<file path="src/rtl/bus_status_reg_multi_pkg.sv">
// Shared definitions for the status/interrupt register bank: bus request layout,
// register offsets and the address-decode helper.
package bus_status_reg_multi_pkg;

    localparam int unsigned BUS_AW = 32'd32;
    localparam int unsigned BUS_DW = 32'd32;

    localparam logic [31:0] STATUS_OFS  = 32'd0;
    localparam logic [31:0] PENDING_OFS = 32'd4;
    localparam logic [31:0] ENABLE_OFS  = 32'd8;
    localparam logic [31:0] RISE_OFS    = 32'd12;
    localparam logic [31:0] FALL_OFS    = 32'd16;

    typedef struct packed {
        logic [BUS_AW-1:0] addr;
        logic [BUS_DW-1:0] wdata;
        logic              wr;
        logic              rd;
    } bus_req_t;

    // Exact word match: unaligned or neighbouring addresses never alias a register.
    function automatic logic reg_hit(input logic [31:0] addr,
                                     input logic [31:0] base,
                                     input logic [31:0] ofs);
        return (addr == (base + ofs));
    endfunction

endpackage

</file>
<file path="src/rtl/bus_status_reg_multi_if.sv">
// Standard register bus: request bundle driven by the master, OR-combinable read data
// returned by each slave.
interface bus_status_reg_multi_if;
    import bus_status_reg_multi_pkg::*;

    bus_req_t          bus_in;
    logic [BUS_DW-1:0] bus_out;

    modport master (output bus_in, input bus_out);
    modport slave  (input bus_in, output bus_out);

endinterface

</file>
<file path="src/rtl/bus_status_reg_multi_edge_debounce.sv">
// Per-bit stability filter: tracks the latest candidate and counts how long it has
// held. Only built with BUS_STATUS_REG_DEBOUNCE_EN.
`ifdef BUS_STATUS_REG_DEBOUNCE_EN
module bus_status_reg_multi_edge_debounce
    #(
        parameter int   DEBOUNCE_CYCLES = 16,
        parameter logic INIT            = 1'b0
    )
    (
        input  logic bus_clk,
        input  logic bus_reset_l,
        input  logic sample,
        output logic cand,
        output logic stable
    );

    // Counter saturates at DEBOUNCE_CYCLES-1 so the caller updates on the next edge.
    localparam logic [15:0] CNT_MAX = 16'(DEBOUNCE_CYCLES - 1);

    logic        cand_r;
    logic [15:0] cnt_r;

    // Restart on any candidate change, otherwise count up and hold at saturation.
    always_ff @(posedge bus_clk or negedge bus_reset_l) begin
        if (!bus_reset_l) begin
            cand_r <= INIT;
            cnt_r  <= 16'd0;
        end else if (sample != cand_r) begin
            cand_r <= sample;
            cnt_r  <= 16'd0;
        end else if (cnt_r != CNT_MAX) begin
            cnt_r  <= cnt_r + 16'd1;
        end
    end

    assign cand   = cand_r;
    assign stable = (sample == cand_r) && (cnt_r == CNT_MAX);

endmodule
`endif

</file>
<file path="src/rtl/bus_status_reg_multi.sv">
// Status/interrupt register bank: synchronised inputs, per-bit edge detection, sticky
// W1C pending, mask and active-low irq. Optional input debounce: BUS_STATUS_REG_DEBOUNCE_EN.
module bus_status_reg_multi
    import bus_status_reg_multi_pkg::*;
    #(
        parameter int                  DATAWIDTH       = 32,
        parameter logic [31:0]         ADDR            = 32'h0000_0000,
        parameter logic [31:0]         OFFSET          = 32'h0000_0000,
        parameter int                  SYNC_STAGES     = 2,
        parameter logic [DATAWIDTH-1:0] INV            = '0,
        parameter logic [DATAWIDTH-1:0] IZ             = '0,
        parameter int                  DEBOUNCE_CYCLES = 16
    )
    (
        input  logic                   bus_clk,
        input  logic                   bus_reset_l,
        bus_status_reg_multi_if.slave  bus,
        input  logic [DATAWIDTH-1:0]   in,
        output logic                   irq_l
    );

    localparam logic [31:0] BASE = ADDR + OFFSET;

    logic [DATAWIDTH-1:0] sync_r [SYNC_STAGES];
    logic [DATAWIDTH-1:0] sync_out_s;
    logic [DATAWIDTH-1:0] filt_s;
    logic [DATAWIDTH-1:0] status_r;
    logic [DATAWIDTH-1:0] pending_r;
    logic [DATAWIDTH-1:0] enable_r;
    logic [DATAWIDTH-1:0] rise_en_r;
    logic [DATAWIDTH-1:0] fall_en_r;
    logic [DATAWIDTH-1:0] ev_s;
    logic [DATAWIDTH-1:0] w1c_s;
    logic [DATAWIDTH-1:0] wdata_s;
    logic                 wr_enable_s;
    logic                 wr_rise_s;
    logic                 wr_fall_s;
    logic [31:0]          rd_mux_s;
    logic [31:0]          rdata_r;

    // Input synchroniser; inversion is applied ahead of the first stage.
    always_ff @(posedge bus_clk or negedge bus_reset_l) begin
        if (!bus_reset_l) begin
            for (int k = 0; k < SYNC_STAGES; k++) begin
                sync_r[k] <= IZ;
            end
        end else begin
            sync_r[0] <= in ^ INV;
            for (int k = 1; k < SYNC_STAGES; k++) begin
                sync_r[k] <= sync_r[k-1];
            end
        end
    end

    assign sync_out_s = sync_r[SYNC_STAGES-1];

`ifdef BUS_STATUS_REG_DEBOUNCE_EN
    for (genvar i = 0; i < DATAWIDTH; i++) begin : g_deb
        logic cand_s;
        logic stable_s;

        bus_status_reg_multi_edge_debounce #(
            .DEBOUNCE_CYCLES (DEBOUNCE_CYCLES),
            .INIT            (IZ[i])
        ) u_deb (
            .bus_clk     (bus_clk),
            .bus_reset_l (bus_reset_l),
            .sample      (sync_out_s[i]),
            .cand        (cand_s),
            .stable      (stable_s)
        );

        // status only moves once the candidate has been stable long enough
        assign filt_s[i] = stable_s ? cand_s : status_r[i];
    end
`else
    assign filt_s = sync_out_s;
`endif

    // Edges are always judged against the last accepted status value.
    assign ev_s = (filt_s & ~status_r & rise_en_r) | (~filt_s & status_r & fall_en_r);

    // Write decode and read mux.
    always_comb begin
        wdata_s     = bus.bus_in.wdata[DATAWIDTH-1:0];
        w1c_s       = '0;
        wr_enable_s = 1'b0;
        wr_rise_s   = 1'b0;
        wr_fall_s   = 1'b0;
        rd_mux_s    = 32'd0;
        if (bus.bus_in.wr) begin
            wr_enable_s = reg_hit(bus.bus_in.addr, BASE, ENABLE_OFS);
            wr_rise_s   = reg_hit(bus.bus_in.addr, BASE, RISE_OFS);
            wr_fall_s   = reg_hit(bus.bus_in.addr, BASE, FALL_OFS);
            if (reg_hit(bus.bus_in.addr, BASE, PENDING_OFS)) begin
                w1c_s = wdata_s;
            end else begin
                w1c_s = '0;
            end
        end else begin
            w1c_s = '0;
        end
        if (!bus.bus_in.rd) begin
            rd_mux_s = 32'd0;
        end else if (reg_hit(bus.bus_in.addr, BASE, STATUS_OFS)) begin
            rd_mux_s = 32'(status_r);
        end else if (reg_hit(bus.bus_in.addr, BASE, PENDING_OFS)) begin
            rd_mux_s = 32'(pending_r);
        end else if (reg_hit(bus.bus_in.addr, BASE, ENABLE_OFS)) begin
            rd_mux_s = 32'(enable_r);
        end else if (reg_hit(bus.bus_in.addr, BASE, RISE_OFS)) begin
            rd_mux_s = 32'(rise_en_r);
        end else if (reg_hit(bus.bus_in.addr, BASE, FALL_OFS)) begin
            rd_mux_s = 32'(fall_en_r);
        end else begin
            rd_mux_s = 32'd0;
        end
    end

    // Status tracking, sticky pending (a same-cycle event beats W1C) and control regs.
    always_ff @(posedge bus_clk or negedge bus_reset_l) begin
        if (!bus_reset_l) begin
            status_r  <= IZ;
            pending_r <= '0;
            enable_r  <= '0;
            rise_en_r <= '0;
            fall_en_r <= '0;
        end else begin
            status_r  <= filt_s;
            pending_r <= (pending_r & ~w1c_s) | ev_s;
            if (wr_enable_s) begin
                enable_r <= wdata_s;
            end
            if (wr_rise_s) begin
                rise_en_r <= wdata_s;
            end
            if (wr_fall_s) begin
                fall_en_r <= wdata_s;
            end
        end
    end

    // Registered read data; zero whenever this block is not being read.
    always_ff @(posedge bus_clk or negedge bus_reset_l) begin
        if (!bus_reset_l) begin
            rdata_r <= 32'd0;
        end else begin
            rdata_r <= rd_mux_s;
        end
    end

    assign bus.bus_out = rdata_r;
    assign irq_l       = ~|(pending_r & enable_r);

endmodule

</file>
<file path="src/flat_wrapper.sv">
// flat-port wrapper written by rule: the top's interface ports become plain ports
module bus_status_reg_multi_flat import bus_status_reg_multi_pkg::*;
#(
        parameter int                  DATAWIDTH       = 32,
        parameter logic [31:0]         ADDR            = 32'h0000_0000,
        parameter logic [31:0]         OFFSET          = 32'h0000_0000,
        parameter int                  SYNC_STAGES     = 2,
        parameter logic [DATAWIDTH-1:0] INV            = '0,
        parameter logic [DATAWIDTH-1:0] IZ             = '0,
        parameter int                  DEBOUNCE_CYCLES = 16
    )
  (bus_clk, bus_reset_l, in, irq_l, bus_bus_in, bus_bus_out);
  bus_status_reg_multi_if bus_i ();
  input  logic bus_clk;
  input  logic bus_reset_l;
  input  logic [DATAWIDTH-1:0] in;
  output logic irq_l;
  input wire logic [$bits(bus_i.bus_in)-1:0] bus_bus_in;
  output wire logic [$bits(bus_i.bus_out)-1:0] bus_bus_out;
  assign bus_i.bus_in = bus_bus_in;
  assign bus_bus_out = bus_i.bus_out;
  bus_status_reg_multi #(.DATAWIDTH(DATAWIDTH), .ADDR(ADDR), .OFFSET(OFFSET), .SYNC_STAGES(SYNC_STAGES), .INV(INV), .IZ(IZ), .DEBOUNCE_CYCLES(DEBOUNCE_CYCLES)) u_core (.bus_clk(bus_clk), .bus_reset_l(bus_reset_l), .bus(bus_i), .in(in), .irq_l(irq_l));
endmodule
</file>
<file path="config.mk">
export PLATFORM = sky130hd
export DESIGN_NAME = bus_status_reg_multi_flat
export DESIGN_NICKNAME = d
export VERILOG_FILES = /design/src/rtl/bus_status_reg_multi_pkg.sv /design/src/rtl/bus_status_reg_multi_if.sv /design/src/rtl/bus_status_reg_multi_edge_debounce.sv /design/src/rtl/bus_status_reg_multi.sv /design/src/flat_wrapper.sv
export SDC_FILE = /design/constraint.sdc
export NUM_CORES = 1
export LEC_CHECK = 0
export ABC_AREA = 1
export BUFFER_PORTS_ARGS = -buffer_cell sky130_fd_sc_hd__buf_2
export CORE_AREA = 2 2 140 142
export CTS_BUF_LIST = sky130_fd_sc_hd__clkbuf_8 sky130_fd_sc_hd__clkbuf_16
export DETAILED_ROUTE_END_ITERATION = 8
export DIE_AREA = 0 0 142 144
export PLACE_DENSITY = 0.8
export SYNTH_ARGS = -nofsm -noshare
export SYNTH_HDL_FRONTEND = slang
export SYNTH_SLANG_ARGS = --single-unit
</file>
<file path="constraint.sdc">
create_clock -name bus_clk -period 1.4 [get_ports bus_clk]
set_input_delay 0 -clock bus_clk [delete_from_list [all_inputs] [get_ports bus_clk]]
set_output_delay 0 -clock bus_clk [all_outputs]
set_load 0.01 [all_outputs]
</file>
==> impl_metrics.csv <==
group,metric,value,unit
status,status,"finished with violations",
status,violations,"setup timing",
setup_path,worst-setup-path-type,"register to output pin",
drt,drtPass1Iterations,6,
setup_path,r2r-start,"u_core.enable_r[2]",
drt,num_vias,8677,
global_route,antenna_found_initial,0,
setup_path,reg2regPathDepth,6,
setup_path,worstSetupEndpointType,"output pin",
logic_synthesis,yosysTopAreaCell,"dfrtp_1",
placed_design,dp_hpwl,15570,um
clock_tree,cts_htree_levels,1,
drt,drc,0,
setup_path,cp_slowest_cell,"dfrtp_1",
global_route,grt_first_pass_wirelength,42070,um
drt,wl_per_cell,16.15,um
global_route,grt_overflow_total,0,
logic_synthesis,synth_seq_cells,256,
pwr,p_total,15.43,mW
global_route,grt_pass1_vias,8303,
drt,vias_per_cell,5.454,
final_layout,fin_cells,1591,
placed_design,numPortBuffers,132,
clock_tree,worst_skew_pair.late_latency,530,ps
final_layout,area_growth,30.05,%
setup_path,r2r-end,"u_core.bus.bus_out[2]",
setup_path,cp.arrival,1830,ps
placed_design,place_inst,1475,
timing,final.setup_skew,8.413,ps
setup_path,path_cells,"a22o_1, nor3_2, buf_4, nand3_4, nor2_4, buf_6",
logic_synthesis,syn_avg_cell_area,9.262,sq um
die,die_w,142,um
logic_synthesis,seq_area_frac_synth,0.6254,
global_route,grt_max_degree,58,
logic_synthesis,netlist_area,10240,sq um
logic_synthesis,synth_compound_area_frac,0.08587,
setup_path,critPathLaunchType,"register",
global_route,grt.total_usage,0.2601,
logic_synthesis,synthXorXnorAreaFrac,0,
timing,fin_crit,1832,ps
pwr,p_leak,6.413,nW
logic_synthesis,synth_top_family_by_area,"simple AND/OR/NAND/NOR gates",
logic_synthesis,synth_area_leaders,"dfrtp_1 (63%), nand3_1 (9.4%), nand2_1 (8.2%), o21ai_1 (6.2%), nor2_1 (4.1%)",
die,coreArea,19080,sq um
placed_design,gp_congestion,0.8554,
clock_tree,clk_pin_slew,60,ps
logic_synthesis,yosys.area_share.simple,0.2351,
final_layout,nNetsFinal,1433,
logic_synthesis,synth-adder-area-share,0,
logic_synthesis,synthMuxAreaShare,0,
logic_synthesis,synth_edf_count,0,
setup_path,critPathTopFamily,"flip-flops",
placed_design,dp_slack,-214.0,ps
drt,ant_nets,0,
worst_hold_path,hold_class,"input pin to asynchronous set/reset pin",
logic_synthesis,yosysMostFrequentCell,"dfrtp_1",
timing,fmax,546.0,MHz
setup_path,cp_slowest_stage_delay,410,ps
die,fp.dieH,144,um
timing,fin_ws,-431.6,ps
logic_synthesis,ys.flop_type,"dfrtp_1",
die,die-area,20450,sq um
setup_path,r2r_setup_slack,340,ps
timing,finalSetupTns,-431.6,ps
final_layout,drive_above_1_share,0.1840,
clock_tree,cts_tree,"built",
run,maxCapViolCount,0,
clock_tree,cts_root_buf,"clkbuf_16",
drt,drtIter0Drc,851,
logic_synthesis,yosysUniqueCellTypes,26,
timing,worst_slew_pin_slew,493.5,ps
logic_synthesis,synth_top_area_frac,0.6254,
setup_path,crit_required,1400,ps
pwr,power_density,1158,nW/um^2
final_layout,num-fill-cells,1352,
timing,drv_slew,0,
timing,setup_violations,1,
timing,rsz0062_at_grt,"yes",
die,num_rows,51,
logic_synthesis,synthTopCellsByCount,"dfrtp_1 (256), nand2_1 (223), nand3_1 (193), o21ai_1 (126), nor2_1 (113)",
logic_synthesis,yosysWarnings,0,
clock_tree,clock_path_buffers,3,
timing,maxSlewHeadroom,0.6710,
setup_path,path_depth,6,
drt,wl,25700,um
setup_path,crit_fanout,3,
timing,fin_crit_sh,1.308,
logic_synthesis,ys_async_sr_fraction,1.000,
clock_tree,cts_buffers,26,
die,initial_core_util,0.5369,
logic_synthesis,synth_cells,1106,
pwr,max-vdd-ir-drop,886.1,uV
logic_synthesis,synth_fp_nets,1206,
timing,hold_viol_final,0,
setup_path,critPathBufInv,2,
clock_tree,cts_sinks,256,
final_layout,antennaDiodeCount,0,
die,io_pins,133,
==> worst max-delay path by stage <==
stage	from	to	slack, ps
4_1_cts	u_core.pending_r[2]	irq_l	-470
3_5_place_dp	bus_bus_in[39]	u_core.pending_r[0]	-210
2_1_floorplan	bus_bus_in[39]	u_core.pending_r[10]	200
6_report	u_core.enable_r[4]	irq_l	-430
5_1_grt	u_core.enable_r[7]	irq_l	-470
3_3_place_gp	bus_bus_in[39]	u_core.bus.bus_out[30]	-180
==> state kept, by name, summed over array words and instances, names as in the netlist <==
signal and flops:
u_core.filt_s 32, u_core.sync_r 32, u_core.enable_r 32, u_core.status_r 32, u_core.fall_en_r 32, u_core.bus.bus_out 32
u_core.rise_en_r 32, u_core.pending_r 32
==> routing by layer <==
layer | vias up | wire length (um) | GRT usage
met1 | 4121 | 10970 | 0.3612
met3 | 69 | 1784 | 0.03046
met4 | 0 | 788 | 0.09368
met2 | 395 | 12160 | 0.4292
met5 | - | 0 | 0
li1 | 4092 | - | -
==> cells in the final DEF (no fill, tap or decap), types with 28 or more instances in the layout <==
| cell type | count |
|---|---|
| inv_1 | 77 |
| dlygate4sd3_1 | 66 |
| nor2_1 | 112 |
| buf_2 | 130 |
| dfrtp_1 | 256 |
| nand2_1 | 223 |
| buf_12 | 28 |
| o21ai_1 | 126 |
| nand3_1 | 192 |
| o21ai_0 | 36 |
==> kinds of logic (layout without fill, tap and decap cells) <==
kind of cell	after synthesis	after routing
simple gates	549	549
buf+inv	129	376
compound gates	172	172
flops	256	256
==> final cells by class <==
| cell class | instances | area, sq um | area share |
|---|---|---|---|
| clock inverters | 15 | 138.9 | 0.01043 |
| inverters | 76 | 285.3 | 0.02141 |
| repair buffers | 252 | 2093 | 0.1571 |
| well taps | 238 | 297.8 | 0.02235 |
| flip-flops and latches | 256 | 6406 | 0.4809 |
| clock buffers | 33 | 758.2 | 0.05692 |
| multi-input cells | 721 | 3342 | 0.2509 |
==> repair_timing <==
| item | 4_1_cts | 5_1_grt |
|---|---|---|
| endpoints found under the hold margin | 426 | 0 |
| setup buffers | 1 | 1 |
| hold buffers | 66 | 0 |
| resized for setup | 6 | 1 |
| endpoints found under the setup margin | 1 | 1 |
| pin swaps | 3 | 2 |
==> metrics by stage <==
step	area, sq um	hold WS (ps)	utilization
3_3_place_gp	11710	-19.85	0.6139
3_5_place_dp	11710	-19.73	0.6139
5_1_grt	13320	62.28	0.6982
4_1_cts	13310	27.78	0.6976
2_1_floorplan	10240	-295.6	-
6_report	13320	18.52	0.6982
==> power by group <==
part | switching (mW) | internal [mW] | leakage (nW)
logic | 0.406 | 0.333 | 2.78
registers | 0.0762 | 7.54 | 3.19
clock network | 2.88 | 4.20 | 0.450
total | 3.36 | 12.1 | 6.41
Note: power is estimated with default switching activity, not from simulation.
